<file path="config.mk">
export PLATFORM = sky130hd
export DESIGN_NAME = count_capture
export DESIGN_NICKNAME = d
export VERILOG_FILES = /design/src/rtl/count_capture_pkg.sv /design/src/rtl/capture_fifo.sv /design/src/rtl/count_capture.sv
export SDC_FILE = /design/constraint.sdc
export NUM_CORES = 1
export LEC_CHECK = 0
export ABC_AREA = 1
export CORE_MARGIN = 2
export CORE_UTILIZATION = 49
export CTS_CLUSTER_SIZE = 24
export DETAILED_ROUTE_END_ITERATION = 10
export PLACE_DENSITY_LB_ADDON = 0.1
export SYNTH_ARGS = -nofsm -noshare
export SYNTH_HDL_FRONTEND = slang
export SYNTH_HIERARCHICAL = 1
export SYNTH_SLANG_ARGS = --single-unit
</file>
<file path="constraint.sdc">
create_clock -name clk -period 5 [get_ports clk]
set_input_delay 0.5 -clock clk [delete_from_list [all_inputs] [get_ports clk]]
set_output_delay 0.5 -clock clk [all_outputs]
set_load 0.01 [all_outputs]
</file>
<file path="src/rtl/count_capture_pkg.sv">
// Shared types for the counter snapshot path: entry layout and history-tracker states.
package count_capture_pkg;
    localparam int CC_WIDTH = 16;

    typedef struct packed {
        logic [CC_WIDTH-1:0] count;
        logic [CC_WIDTH-1:0] delta;
        logic                first;
    } cap_entry_t;

    localparam int ENTRY_W = $bits(cap_entry_t);

    typedef enum logic {
        EMPTY_HIST = 1'b0,
        HAVE_HIST  = 1'b1
    } hist_state_t;
endpackage

</file>
<file path="src/rtl/capture_fifo.sv">
// Synchronous first-word-fall-through FIFO of capture entries.
// The head slot is presented combinationally; pointers carry one extra wrap bit.
module capture_fifo
    import count_capture_pkg::*;
#(
    parameter int DEPTH = 4
) (
    input  logic                   clk,
    input  logic                   reset,
    input  logic                   flush,
    input  logic                   push,
    input  logic                   pop,
    input  logic [ENTRY_W-1:0]     din,
    output logic [ENTRY_W-1:0]     dout,
    output logic                   full,
    output logic                   empty,
    output logic [$clog2(DEPTH):0] level
);
    localparam int AW = $clog2(DEPTH);

    logic [ENTRY_W-1:0] mem [DEPTH];
    logic [AW:0]        wr_ptr;
    logic [AW:0]        rd_ptr;

    always_ff @(posedge clk or negedge reset) begin
        if (!reset) begin
            wr_ptr <= '0;
            rd_ptr <= '0;
        end else if (flush) begin
            wr_ptr <= '0;
            rd_ptr <= '0;
        end else begin
            if (push) wr_ptr <= wr_ptr + 1'b1;
            if (pop)  rd_ptr <= rd_ptr + 1'b1;
        end
    end

    // Storage needs no reset: empty/level gate every read of it.
    always_ff @(posedge clk) begin
        if (push && !flush) mem[wr_ptr[AW-1:0]] <= din;
    end

    assign dout  = mem[rd_ptr[AW-1:0]];
    assign empty = (wr_ptr == rd_ptr);
    assign full  = (wr_ptr[AW] != rd_ptr[AW]) && (wr_ptr[AW-1:0] == rd_ptr[AW-1:0]);
    assign level = wr_ptr - rd_ptr;
endmodule

</file>
<file path="src/rtl/count_capture.sv">
// Snapshots the upstream counter on trig, tags each entry with the delta since the
// previous stored capture, and buffers it for a valid/ready consumer.
module count_capture
    import count_capture_pkg::*;
#(
    parameter int WIDTH = CC_WIDTH,
    parameter int DEPTH = 4
) (
    input  logic                   clk,
    input  logic                   reset,
    input  logic [WIDTH-1:0]       count,
    input  logic                   trig,
    input  logic                   clear,
    input  logic                   rd_ready,
    output logic                   rd_valid,
    output logic [WIDTH-1:0]       rd_count,
    output logic [WIDTH-1:0]       rd_delta,
    output logic                   rd_first,
    output logic [$clog2(DEPTH):0] level,
    output logic                   overflow,
    output logic                   hist_state
);
    // Handshake: an entry moves on a rising clk where rd_valid && rd_ready are both high;
    // rd_valid depends only on stored state, never on rd_ready.
    hist_state_t      state;
    logic [WIDTH-1:0] last_cap;
    logic             full;
    logic             empty;
    logic             pop;
    logic             push;
    logic             slot;
    cap_entry_t       wr_entry;
    cap_entry_t       head;

    assign rd_valid = !empty;
    assign pop      = rd_valid && rd_ready && !clear;
    assign slot     = !full || pop;
    assign push     = trig && slot && !clear;

    always_comb begin
        wr_entry       = '0;
        wr_entry.count = count;
        if (state == HAVE_HIST) begin
            wr_entry.delta = count - last_cap;
            wr_entry.first = 1'b0;
        end else begin
            wr_entry.delta = '0;
            wr_entry.first = 1'b1;
        end
    end

    capture_fifo #(.DEPTH(DEPTH)) u_fifo (
        .clk   (clk),
        .reset (reset),
        .flush (clear),
        .push  (push),
        .pop   (pop),
        .din   (wr_entry),
        .dout  (head),
        .full  (full),
        .empty (empty),
        .level (level)
    );

    // A dropped capture leaves last_cap alone so the next delta spans the gap.
    always_ff @(posedge clk or negedge reset) begin
        if (!reset) begin
            state    <= EMPTY_HIST;
            last_cap <= '0;
            overflow <= 1'b0;
        end else if (clear) begin
            state    <= EMPTY_HIST;
            last_cap <= '0;
            overflow <= 1'b0;
        end else begin
            if (push) begin
                last_cap <= count;
                state    <= HAVE_HIST;
            end
            if (trig && !slot) overflow <= 1'b1;
        end
    end

    assign rd_count   = rd_valid ? head.count : '0;
    assign rd_delta   = rd_valid ? head.delta : '0;
    assign rd_first   = rd_valid ? head.first : 1'b0;
    assign hist_state = state;
endmodule
</file>
-- After elaboration in Yosys (flattened, before gate mapping)
Memories as Yosys holds them, arrays and structs flattened.
Cells that the tools add are included.
Widths: inputs -> output; s select.
- memory bits (writable): 132
- memories kept: 1
- bits in registers: 24
- logic and storage cells: 44
- memories (name ; words ; width ; rd ports ; clocked after Yosys merged registers in ; wr ports ; RTL line ; source):
    u_fifo.mem ; 4 ; 33 ; 1 ; 0 ; 1 ; capture_fifo.sv:21 ; logic [ENTRY_W-1:0] mem [DEPTH];
- reduce and logical (&&, ||, !) cells: 15
- eq/ne operators: 3
- mux-type cells: 16
- add/subtract/negate cells: 4
- operator list (cell ; number):
    $mux 16 ; 4
    $mux 17 ; 1
    $sub 16x16->16 ; 1
    $mux 3 ; 4
    $logic_and 1x1->1 ; 7
    $mux 1 ; 7
    $add 3x1->3 const B ; 2
    $reduce_bool 2->1 ; 3
    $logic_not 1->1 ; 4
    $eq 3x3->1 ; 1
    $sub 3x3->3 ; 1
    $eq 2x2->1 ; 1
    $logic_or 1x1->1 ; 1
    $ne 1x1->1 ; 1

-- Depth between registers and ports, before layout
- depth after elaboration: 10
- mapped depth: 14
- mapped depth without buffers: 12

-- Cells and area by module
Netlist, hierarchy kept.
- by module, submodules not included (module ; cells each ; area each (µm²) ; instances):
    capture_fifo ; 578 ; 5970.7 ; 1
    count_capture ; 359 ; 2060.7 ; 1

-- Worst setup path before layout
OpenSTA, ideal clock, no wires.
- path type: reg-to-reg
- start point: reg u_fifo.rd_ptr[1]
- end point: mem u_fifo/mem[0][0] (netlist bit), enable pin
- setup time: 0.423 ns
- cell stages (with the launch flop): 14
- data arrival time: 3.499 ns
- path buffers: 4
- path slack: 1.078 ns
- path through: dfrtp_1 buf_2 inv_2 buf_2 ha_1 nand2_1 a21oi_1 buf_4 o31ai_4 nand2_4 nor2_4 buf_6 nand2_1 nor2_1
- longest elaborated chain between the ends: 10
- elaborated cells between the ends (all ways): 13
- classes of those cells: eq/ne (2); mux (2); reduce/logical (9)
- RTL lines (item ; RTL line ; source):
    start: declaration ; capture_fifo.sv:23 ; logic [AW:0] rd_ptr;
    start signal: assignment ; capture_fifo.sv:34 ; if (pop) rd_ptr <= rd_ptr + 1'b1;
    $eq 3x3->1 ; capture_fifo.sv:44 ; assign empty = (wr_ptr == rd_ptr);
    named net empty ; count_capture.sv:28 ; logic empty;
    $logic_not 1->1 ; count_capture.sv:35 ; assign rd_valid = !empty;
    $logic_and 1x1->1 (2 in a row) ; count_capture.sv:36 ; assign pop = rd_valid && rd_ready && !clear;
    $logic_or 1x1->1 ; count_capture.sv:37 ; assign slot = !full || pop;
    $logic_and 1x1->1 (2 in a row) ; count_capture.sv:38 ; assign push = trig && slot && !clear;
    named net push ; count_capture.sv:30 ; logic push;
    $logic_and 1x1->1 ; capture_fifo.sv:40 ; if (push && !flush) mem[wr_ptr[AW-1:0]] <= din;
    $mux 1 ; capture_fifo.sv:40 ;
    $mux 1 (not written as such) ; capture_fifo.sv:40 ;
    end: declaration ; capture_fifo.sv:21 ;
The timed path passes the listed nets, and every way through them passes these cells.

==> out/metrics.cfg <==
[sta]
finalHoldViolations = 0
finClkSkew_ns = 0.0101
finalCriticalPeriod_ns = 3.78
rsz0062_at_grt = false
tns_ns = 0
fmax_ghz = 0.264
worst_slew_pin_slew_ns = 1.25
setup_viol = 0
slew_headroom_pct = 16.8
drv_slew = 0
fin_ws_ns = 1.22
fin_crit_sh_pct = 75.7

[critical_path]
worst-setup-path-type = register to output pin
crit_family = buffers and inverters
worstPathArrival_ns = 3.28
cp-start-kind = register
r2r-end = u_fifo/mem[1][13]
cp_cell_sequence = buf_4 -> inv_2 -> nand2_1 -> nand3_1 -> nand2_1 -> inv_1 -> nor2_1 -> clkdlybuf4s50_1
path_buf_inv = 4
cp.required_ns = 4.50
cp_slowest_stage_delay_ns = 0.71
r2r-start = u_fifo/wr_ptr[0]
cpMostUsedCell = nand2_1
slowest_stage = inv_2
endpoint_kind = output pin
worst-r2r-cell-count = 10
path_max_fanout = 68
ff2ff_setup_slack_ns = 1.50

[yosys]
syn_inst = 937
synth.avg_cell_area_um2 = 8.57
synth_nets = 983
synth_area_leaders = edfxtp_1, nand2_1, inv_1
synth_area_um2 = 8030
yosys.area.top_type = edfxtp_1
ys_seq_area_share_pct = 56.8
ys_ff_latch = 156
ys_types = 27
netlist.area_leader.share_pct = 49.4
yosys_warnings = 6

[cells_and_area]
final_cell_mix = nand2_1, inv_1, edfxtp_1
fill_cells = 1483
layout_commonest_cell = nand2_1
nets = 1041
antenna_cells = 0
area_delta_synth_final_pct = 16.4
drive_gt1_share_pct = 5.36

[placed_design]
dpl.hpwl_um = 10800
pre_cts_ws_ns = 1.29
portBuffers = 59
routabilityCongestion = 0.825

[clock_network]
cts_resized = 0
cts-root-buf = clkbuf_16
cts.reportedPaths.clkPinSlew_ns = 0.06
cts_tree = done
cts_setup_buffers = 0
clock_sink_count = 156
cts_inserted_buffers = 17
clk_latency_ns = 0.41
holdBufCountCts = 0
cts_buffer_depth = 2
h-tree-depth = 4

[route]
ant_nets = 0
vias_per_cell = 4.65
firstDrtPassIters = 4
vias = 5686
drc = 0
drtIter0Drc = 322
wl_per_cell_um = 13.9
finalWirelength_um = 17000

[die]
start_util_pct = 50.4
row_count = 46
core_um2 = 15900
pin_count = 60
dieWidth_um = 132
die_area_um2 = 17400
die_h_um = 132

[global_route]
grt-ovfl-total = 0
grt_pass1_wl_um = 27500
grt_pass1_vias = 5278
grt_max_degree = 69
grtUsageTotal_pct = 20.3
antenna_found_initial = 0

[flow_run]
max_cap_viol_count = 0

[power_and_ir_drop]
ir_drop_mv = 0.229
power_density_nw_per_um2 = 319
p_leak_nw = 4.49

[run_status]
status = completed

[min_path]
hp-class = input port to asynchronous set/reset pin

## per-layer routing
metal  vias up  routed length, um  track usage (%)
met2        81               8260             34.2
met4         0                176             5.56
met5         -                  0                0
met3        11                476             4.42
met1      2617               8100             26.7
li1       2977                  -                -
## worst reg2reg max path, stage by stage, from the launching register on
cell     delay, ns
dfrtp_1       0.41
inv_1         0.10
ha_1          0.32
nand2_1       0.13
a21oi_4       0.05
o31ai_4       0.27
nand2_4       0.11
nor2_4        0.44
nand2_1       0.33
nor2_4        0.66
buf_4         0.36
## synthesized netlist by cell type, drive strengths merged
master / count
and2: 1
buf: 23
nor3: 3
fa: 2
dfrtp: 24
nand3: 84
ha: 23
edfxtp: 132
nor2: 64
nand4: 3
o21ai: 23
inv: 244
nand2: 278
a21oi: 22
clkbuf: 5
xor2: 1
nand3b: 3
o21a: 1
o31ai: 1
## state kept, by name (all words and copies together), names as in the netlist
register,flops
u_fifo/mem,132
last_cap,16
u_fifo/rd_ptr,3
u_fifo/wr_ptr,3
hist_state,1
overflow,1
## power breakdown
part / internal (W) / switching, W
combinational: 0.000154 / 0.000252
clock: 0.000625 / 0.000493
sequential: 0.00145 / 0.0000103
## stage by stage
| step | cell area [um^2] | utilization [%] | instances | power [W] | hold WS [ns] |
|---|---|---|---|---|---|
| floorplan | 8030 | - | 937 | 0.00173 | 0.204 |
| global placement | 8840 | 55.5 | 1192 | 0.00189 | 0.487 |
| detailed placement | 8840 | 55.5 | 1192 | 0.00189 | 0.487 |
| CTS | 9350 | 58.7 | 1224 | 0.00301 | 0.468 |
| global route | 9350 | 58.7 | 1224 | 0.00313 | 0.468 |
| finish | 9350 | 58.7 | 1224 | 0.00298 | 0.462 |
## kinds of logic after synthesis
logic type	Yosys count	synth area share, %
compound gates	47	3.49
fa+ha+maj	25	4.08
flops	156	56.8
simple gates	436	22.2
buf+inv	272	13.3
xor+xnor	1	0.109
## worst max-delay path by stage
stage / startpoint / end / slack (ns) / cells after the start
after floorplan: u_fifo/rd_ptr[1] / u_fifo/mem[0][0] / 1.08 / 13
after global placement: clear / u_fifo/mem[1][14] / 1.33 / 7
after detailed placement: clear / u_fifo/mem[1][13] / 1.29 / 7
after CTS: u_fifo/rd_ptr[0] / rd_count[15] / 1.14 / 8
after global routing: u_fifo/rd_ptr[0] / rd_delta[7] / 0.98 / 8
final: u_fifo/rd_ptr[0] / rd_count[15] / 1.22 / 8
## cell type report
type                       instances  area [um^2]  area share [%]
sequential                       156         4570            48.8
multi-input combinational        509         2440            26.1
inverter                         244          916            9.79
timing repair buffer              67          651            6.96
clock buffer                      19          433            4.63
tap                              216          270            2.89
clock inverter                    13         76.3           0.816
Note: power is estimated with default switching activity, not from simulation.
